[src/rtl/shift_add_mult_ctrl_if.sv]
// Handshake and data bundle between the multiplier control stage, its operand
// source and the upstream left_shift_reg.
interface shift_add_mult_ctrl_if #(
   parameter int n = 8
);
   logic             start;
   logic [n-1:0]     multiplier;
   logic [2*n-1:0]   shifted_multiplicand;
   logic             load;
   logic             en;
   logic [2*n-1:0]   product;
   logic             busy;
   logic             done;

   // start is sampled only while idle; product is qualified by the one-cycle done pulse.
   modport master (
      output start, multiplier, shifted_multiplicand,
      input  load, en, product, busy, done
   );

   modport slave (
      input  start, multiplier, shifted_multiplicand,
      output load, en, product, busy, done
   );
endinterface

[src/rtl/shift_add_mult_ctrl.sv]
// Control and accumulate stage of a sequential shift-add multiplier: drives the
// upstream shifter, scans the multiplier LSB-first and accumulates a 2n-bit product.
module shift_add_mult_ctrl #(
   parameter int n = 8
) (
   input  logic                 clk,
   input  logic                 rst_n,
   shift_add_mult_ctrl_if.slave bus,
   output logic [1:0]           state_dbg
);

   localparam int CW = (n > 1) ? $clog2(n) : 1;
   localparam logic [CW-1:0] CNT_LAST = CW'(n - 1);

   typedef enum logic [1:0] {
      IDLE = 2'd0,
      LOAD = 2'd1,
      MUL  = 2'd2,
      DONE = 2'd3
   } state_t;

   state_t           state;
   state_t           state_nxt;
   logic [n-1:0]     mreg;
   logic [2*n-1:0]   acc;
   logic [CW-1:0]    cnt;
   logic             load_d;
   logic             en_d;
   logic             busy_d;
   logic             done_d;

   always_ff @(posedge clk or negedge rst_n) begin
      if (!rst_n) state <= IDLE;
      else        state <= state_nxt;
   end

   // Outputs are Moore-decoded from state only, so no input reaches an output combinationally.
   always_comb begin
      state_nxt = state;
      load_d    = 1'b0;
      en_d      = 1'b0;
      busy_d    = 1'b0;
      done_d    = 1'b0;
      case (state)
         IDLE: if (bus.start) state_nxt = LOAD;
         LOAD: begin
            load_d    = 1'b1;
            busy_d    = 1'b1;
            state_nxt = MUL;
         end
         MUL: begin
            en_d   = 1'b1;
            busy_d = 1'b1;
            if (cnt == CNT_LAST) state_nxt = DONE;
         end
         DONE: begin
            done_d    = 1'b1;
            busy_d    = 1'b1;
            state_nxt = IDLE;
         end
      endcase
   end

   // Always n accumulate edges, even when mreg runs out of ones early.
   always_ff @(posedge clk or negedge rst_n) begin
      if (!rst_n) begin
         acc  <= '0;
         mreg <= '0;
         cnt  <= '0;
      end else begin
         case (state)
            IDLE: if (bus.start) begin
               mreg <= bus.multiplier;
               acc  <= '0;
               cnt  <= '0;
            end
            MUL: begin
               if (mreg[0]) acc <= acc + bus.shifted_multiplicand;
               mreg <= mreg >> 1;
               cnt  <= cnt + CW'(1);
            end
            default: ;
         endcase
      end
   end

   assign bus.load    = load_d;
   assign bus.en      = en_d;
   assign bus.busy    = busy_d;
   assign bus.done    = done_d;
   assign bus.product = acc;
   assign state_dbg   = state;

endmodule

[src/flat_wrapper.sv]
// flat-port wrapper written by rule: the top's interface ports become plain ports
module shift_add_mult_ctrl_flat 
#(
   parameter int n = 8
)
  (clk, rst_n, state_dbg, bus_start, bus_multiplier, bus_shifted_multiplicand, bus_load, bus_en, bus_product, bus_busy, bus_done);
  shift_add_mult_ctrl_if #(.n(n)) bus_i ();
  input  logic clk;
  input  logic rst_n;
  output logic [1:0] state_dbg;
  input wire logic [$bits(bus_i.start)-1:0] bus_start;
  input wire logic [$bits(bus_i.multiplier)-1:0] bus_multiplier;
  input wire logic [$bits(bus_i.shifted_multiplicand)-1:0] bus_shifted_multiplicand;
  output wire logic [$bits(bus_i.load)-1:0] bus_load;
  output wire logic [$bits(bus_i.en)-1:0] bus_en;
  output wire logic [$bits(bus_i.product)-1:0] bus_product;
  output wire logic [$bits(bus_i.busy)-1:0] bus_busy;
  output wire logic [$bits(bus_i.done)-1:0] bus_done;
  assign bus_i.start = bus_start;
  assign bus_i.multiplier = bus_multiplier;
  assign bus_i.shifted_multiplicand = bus_shifted_multiplicand;
  assign bus_load = bus_i.load;
  assign bus_en = bus_i.en;
  assign bus_product = bus_i.product;
  assign bus_busy = bus_i.busy;
  assign bus_done = bus_i.done;
  shift_add_mult_ctrl #(.n(n)) u_core (.clk(clk), .rst_n(rst_n), .bus(bus_i), .state_dbg(state_dbg));
endmodule
[config.mk]
export PLATFORM = sky130hd
export DESIGN_NAME = shift_add_mult_ctrl_flat
export DESIGN_NICKNAME = d
export VERILOG_FILES = /design/src/rtl/shift_add_mult_ctrl_if.sv /design/src/rtl/shift_add_mult_ctrl.sv /design/src/flat_wrapper.sv
export SDC_FILE = /design/constraint.sdc
export NUM_CORES = 1
export LEC_CHECK = 0
export CAP_MARGIN = 0
export CORE_ASPECT_RATIO = 2
export CORE_UTILIZATION = 55
export CTS_CLUSTER_SIZE = 40
export DETAILED_ROUTE_END_ITERATION = 7
export PLACE_DENSITY = 0.95
export SETUP_SLACK_MARGIN = 0.15
export SLEW_MARGIN = 20
export SYNTH_ARGS = -nofsm -noshare
export SYNTH_HDL_FRONTEND = slang
export SYNTH_SLANG_ARGS = --single-unit
[constraint.sdc]
create_clock -name clk -period 5 [get_ports clk]
set_input_delay 1 -clock clk [delete_from_list [all_inputs] [get_ports clk]]
set_output_delay 1 -clock clk [all_outputs]
set_load 0.05 [all_outputs]
==> qor.csv, run 1 <==
metric,value,unit
status,completed,
synth_async_sr_flop_share,1.00,
numCtsBuffers,5,
dp_cells,323,
yosysSeqAreaShare,0.336,
fin_util,0.744,
post_cts.repair.setup_buffers,0,
tightestPinTransition,0.777,ns
fin_ws,1.56,ns
grt_max_degree,30,
viasPerCell,6.09,
area_growth,26.8,%
routed_wl,5280,um
clockRootBuffer,clkbuf_8,
wire_per_inst,15.9,um
final_cell_mix,"clkdlybuf4s50_1 (48), dfrtp_1 (29), o21ai_0 (24)",
detail-route-antenna-nets,0,
path_max_fanout,22,
fin_setup_tns,0,ns
avgSynthCellArea,9.19,sq um
slew_headroom,0.482,
syn-num-nets,285,
grt_overflow,0,
hold_buffers,0,
period_share,0.687,
crit_arrival,2.44,ns
syn_inst,235,
drtPass1Iterations,4,
clock_latency,0.28,ns
rsz0062_at_grt,false,
detailed_place_hpwl,4010,um
gp_congestion,0.901,
endpoint_kind,output pin,
instances_no_fill,331,
skew,0.00563,ns
drc_errors,0,
die_x,46.3,um
report.final.slew_viol_count,0,
cts_resized,0,
rows,31,
fin_nets,331,
final_common_cell,clkdlybuf4s50_1,
synth-seq-cells,29,
yosysTopAreaCellShare,0.336,
hp-class,register to register,
startpoint_type,register,
num_io_pins,49,
max_freq,0.291,GHz
worstSetupPathType,register to output pin,
placed_cell_area,2660,sq um
drive_gt1_frac,0.0674,
cts_tree,built,
clock_sinks,29,
layout_min_cycle_time,3.44,ns
portBuffers,48,
dieArea,4200,sq um
final_hold_viol_count,0,
die_h,90.6,um
p_leak,0.00122,uW
ys.flop_type,dfrtp_1,
setup_viol,0,
max_cap_viol_count,0,
path_clk_slew,0.06,ns
grt_pass1_vias,2058,
yosys.area.top_type,dfrtp_1,
ys_types,49,
vias,2016,
required,4.00,ns
dp_slack,1.57,ns
yosys-top-cells-area,"dfrtp_1 (34%), ha_1 (13%), o21ai_0 (5.6%)",
drt_first_iter_violations,41,
finish.instance_area,2740,sq um
antenna_found_initial,0,
grt_usage,0.283,
netlist_area,2160,sq um
synth-edff-count,0,
antenna_cells,0,
cts_max_path_buffers,2,
htreeDepth,2,
vdd_ir_drop_max,0.000531,V
initial_core_util,0.586,
power_density,585,nW/um^2
grt_pass1_wl,8960,um
core-area,3680,sq um
yosysWarnings,0,
==> through the flow <==
stage	total power (uW)	hold slack, ns
global placement	1370	0.492
global route	1710	0.555
CTS	1600	0.525
finish	1600	0.519
detailed placement	1410	0.510
floorplan	1160	0.474
==> registers in the layout, indices dropped and copies added, names as in the netlist <==
name,count
u_core.bus.product,16
u_core.state_dbg,2
u_core.mreg,8
u_core.cnt,3
==> where the power goes <==
part           leakage (uW)  switching [uW]  internal, uW
sequential         0.000367            80.6           325
clock             0.0000395            89.5          98.7
combinational      0.000817             611           397
total               0.00122             782           820
==> path summary, 6_finish.rpt <==
kind,from,end,slack [ns],depth (start not counted)
hold reg to reg,u_core.bus.product[14],u_core.bus.product[14],0.52,2
hold / removal,u_core.bus.product[14],u_core.bus.product[14],0.52,2
setup reg to reg,u_core.state_dbg[1],u_core.bus.product[4],2.55,6
min in group asynchronous,rst_n,u_core.bus.product[0],1.10,2
max in group asynchronous,rst_n,u_core.mreg[6],3.62,2
setup / recovery,u_core.state_dbg[0],bus_en,1.56,3
==> critical path, cell delays in order (launching register included) <==
cell             delay (ns)
dfrtp_1                0.42
inv_1                  0.12
ha_1                   0.67
clkdlybuf4s50_1        0.94
==> kinds of logic (layout without fill, tap and decap cells) <==
kind of cell	Yosys count	after routing	share of synthesized area
multiplexers	7	7	0.0359
AND/OR/NAND/NOR	52	52	0.127
AO/OA/AOI/OAI	91	91	0.281
buffers and inverters	24	71	0.0475
adder cells (fa/ha/maj)	23	23	0.137
XOR/XNOR	9	9	0.0365
flip-flops	29	29	0.336
==> synthesized netlist by cell type, types with 2 or more instances <==
| cell | number |
|---|---|
| clkbuf_1 | 6 |
| a21o_1 | 8 |
| a211o_1 | 2 |
| o21ai_0 | 24 |
| and3_1 | 4 |
| nand3b_1 | 3 |
| nor3_1 | 2 |
| nand3_1 | 3 |
| xor2_1 | 4 |
| a21oi_1 | 15 |
| o21bai_1 | 2 |
| mux2_2 | 6 |
| nand4_1 | 2 |
| or3_1 | 2 |
| ha_1 | 22 |
| o31a_1 | 3 |
| dfrtp_1 | 29 |
| nand2_1 | 18 |
| a22o_1 | 4 |
| o31ai_1 | 2 |
| inv_1 | 14 |
| nor2_1 | 6 |
| nand2b_1 | 3 |
| a211oi_1 | 3 |
| a31oi_1 | 3 |
| xnor2_1 | 5 |
| o22ai_1 | 15 |
| nor2b_1 | 4 |
==> per-layer routing <==
metal / vias to the layer above / track usage / wire length (um)
li1: 961 / - / -
met1: 983 / 0.300 / 1960
met2: 63 / 0.514 / 3070
met3: 9 / 0.0400 / 159
met4: 0 / 0.108 / 82
met5: - / 0 / 0
==> layout make-up <==
| class | count | area [sq um] |
|---|---|---|
| clock buffers | 8 | 80.1 |
| fillers | 289 | 945 |
| repair buffers | 49 | 488 |
| well taps | 49 | 61.3 |
| flip-flops and latches | 29 | 726 |
| inverters | 14 | 52.6 |
| multi-input cells | 182 | 1330 |
No activity file was read; power rests on OpenSTA's default activity.
==> inputs of run 2 (changes only) <==
- CORE_UTILIZATION: 55 -> 51
- PLACE_DENSITY: 0.95 -> 0.91
- clock period: 5 -> 3.4 ns (I/O delays scaled with it)
==> run 2 against run 1 <==
Effect of this change:
- sequential share of layout area decreased by 0.31 points
- first-iteration DRC count shrank 20%
- clock power grew 53%
- register-to-register slack lost 1.6 ns
- sequential cell count stayed put
- hold slack got worse by 0.013 ns
- final cell count rose by 1.5%
- cell area increased by 1.2%
- die area rose by 7.6%
- critical path depth rose by 8
- sequential power increased by 47%
- utilization fell by 6.5 points
==> qor.csv, run 2 (synthesis gave the netlist of run 1 again) <==
metric,value,unit,change
clockRootBuffer,clkbuf_8,,
grt_pass1_vias,1978,,-3.9%
grt_usage,0.259,,-0.0244
power_density,854,nW/um^2,+46%
max_cap_viol_count,0,,unchanged
fin_ws,0.559,ns,-1.01 ns
vias,2022,,+0.30%
drc_errors,0,,unchanged
initial_core_util,0.529,,-0.0578
drt_first_iter_violations,33,,-20%
final_common_cell,clkdlybuf4s50_1,,
final_cell_mix,"clkdlybuf4s50_1 (48), dfrtp_1 (29), o21ai_0 (24)",,
wire_per_inst,15.1,um,-5.5%
clock_sinks,29,,unchanged
layout_min_cycle_time,2.84,ns,
cts_max_path_buffers,2,,unchanged
startpoint_type,input pin,,
report.final.slew_viol_count,0,,unchanged
area_growth,28.3,%,
hold_buffers,0,,unchanged
antenna_cells,0,,unchanged
drive_gt1_frac,0.0810,,+0.0136
grt_overflow,0,,unchanged
routed_wl,5070,um,-4.0%
die_h,94.1,um,+3.8%
fin_nets,334,,+0.91%
largest_reg_flops,16,,unchanged
num_io_pins,49,,unchanged
path_max_fanout,5,,-77%
max_freq,0.352,GHz,
htreeDepth,2,,unchanged
antenna_found_initial,0,,unchanged
seqPwrFrac,0.252,,about the same
cts_tree,built,,
dp_slack,0.287,ns,-1.29 ns
endpoint_kind,register,,
rsz0062_at_grt,false,,
worstSetupPathType,input pin to register,,
p_leak,0.00124,uW,+1.6%
path_clk_slew,0.06,ns,about the same
cp_slowest_cell,clkdlybuf4s50_1,,
tightestPinTransition,0.621,ns,-0.156 ns
internal_power,1230,uW,+50%
portBuffers,48,,unchanged
swShare,0.480,,-0.00778
numCtsBuffers,5,,unchanged
grt_pass1_wl,8490,um,-5.3%
rows,33,,+6.5%
status,completed,,
period_share,0.836,,
final_hold_viol_count,0,,unchanged
fin_setup_tns,0,ns,unchanged
vdd_ir_drop_max,0.000772,V,+45%
p_switching,1140,uW,+45%
hp-class,register to register,,
viasPerCell,6.02,,-1.2%
cpPeakStageDelay,0.41,ns,-0.53 ns
whs,0.507,ns,-0.0128 ns
required,3.57,ns,-0.43 ns
cts_resized,0,,unchanged
setup_viol,0,,unchanged
clock_latency,0.28,ns,about the same
die_x,48.0,um,+3.7%
post_cts.repair.setup_buffers,0,,unchanged
drtPass1Iterations,4,,unchanged
worstPathCellList,"clkdlybuf4s50_1, ha_1, inv_1, fa_1, nor2b_4, o21ai_2, a21boi_2, o311a_4, o21a_1, or3_1, a32o_1",,
core-area,4090,sq um,+11%
grt_max_degree,30,,unchanged
gp_congestion,0.879,,-2.5%
slew_headroom,0.586,,+0.104
detail-route-antenna-nets,0,,unchanged
detailed_place_hpwl,3810,um,-5.2%
crit_arrival,3.01,ns,+0.57 ns
dieArea,4520,sq um,+7.6%
combPwrFrac,0.626,,-0.003
clkPwrFrac,0.122,,+0.004
skew,0.00344,ns,-0.00219 ns
[run 2: changes by cell type in the layout (fill, tap and decap cells not counted)]
cell,before,now
clkbuf_8,5,6
buf_4,1,4
clkbuf_1,3,1
[run 2: cell type report]
cell class	instances	area [sq um]
clock buffer	7	86.3
fill	339	1320
inverter	14	52.6
multi-input combinational	182	1330
sequential	29	726
tap	52	65.1
timing repair buffer	52	510
[run 2: path summary, 6_finish.rpt]
kind / from / to / slack, ns / cells past startpoint
worst min-delay path: u_core.bus.product[5] / u_core.bus.product[5] / 0.51 / 2
worst max-delay path: bus_shifted_multiplicand[0] / u_core.bus.product[8] / 0.56 / 11
max in group asynchronous: rst_n / u_core.bus.product[13] / 2.33 / 2
worst min register to register: u_core.bus.product[5] / u_core.bus.product[5] / 0.51 / 2
worst max register to register: u_core.bus.product[0] / u_core.bus.product[8] / 0.95 / 10
min in group asynchronous: rst_n / u_core.state_dbg[1] / 0.78 / 2
[run 2: per-layer routing]
metal	share of wire	up-vias	track usage
met5	0	-	0
li1	-	971	-
met4	0.023	0	0.111
met3	0.039	10	0.0615
met2	0.57	54	0.462
met1	0.37	987	0.263
[run 2: power groups by stage]
stage          clock network [uW]  logic, uW  registers, uW
3_5_place_dp                    0       1480            602
6_report                      288       1480            597
3_3_place_gp                    0       1440            593
4_1_cts                       290       1480            597
2_1_floorplan                   0        912            789
5_1_grt                       308       1620            615
[run 2: critical path: cells and delay by family]
| family | cells | cell delay (ns) |
|---|---|---|
| AO/OA/AOI/OAI | 5 | 1.03 |
| buffers and inverters | 2 | 0.48 |
| adder cells (fa/ha/maj) | 2 | 0.45 |
| AND/OR/NAND/NOR | 2 | 0.35 |
[run 2: through the flow]
stage	utilization	power (uW)	area (sq um)	cells
floorplan	-	1700	2160	235
global placement	0.657	2040	2690	329
detailed placement	0.657	2080	2690	329
CTS	0.678	2370	2770	336
global route	0.678	2540	2770	336
finish	0.678	2370	2770	336
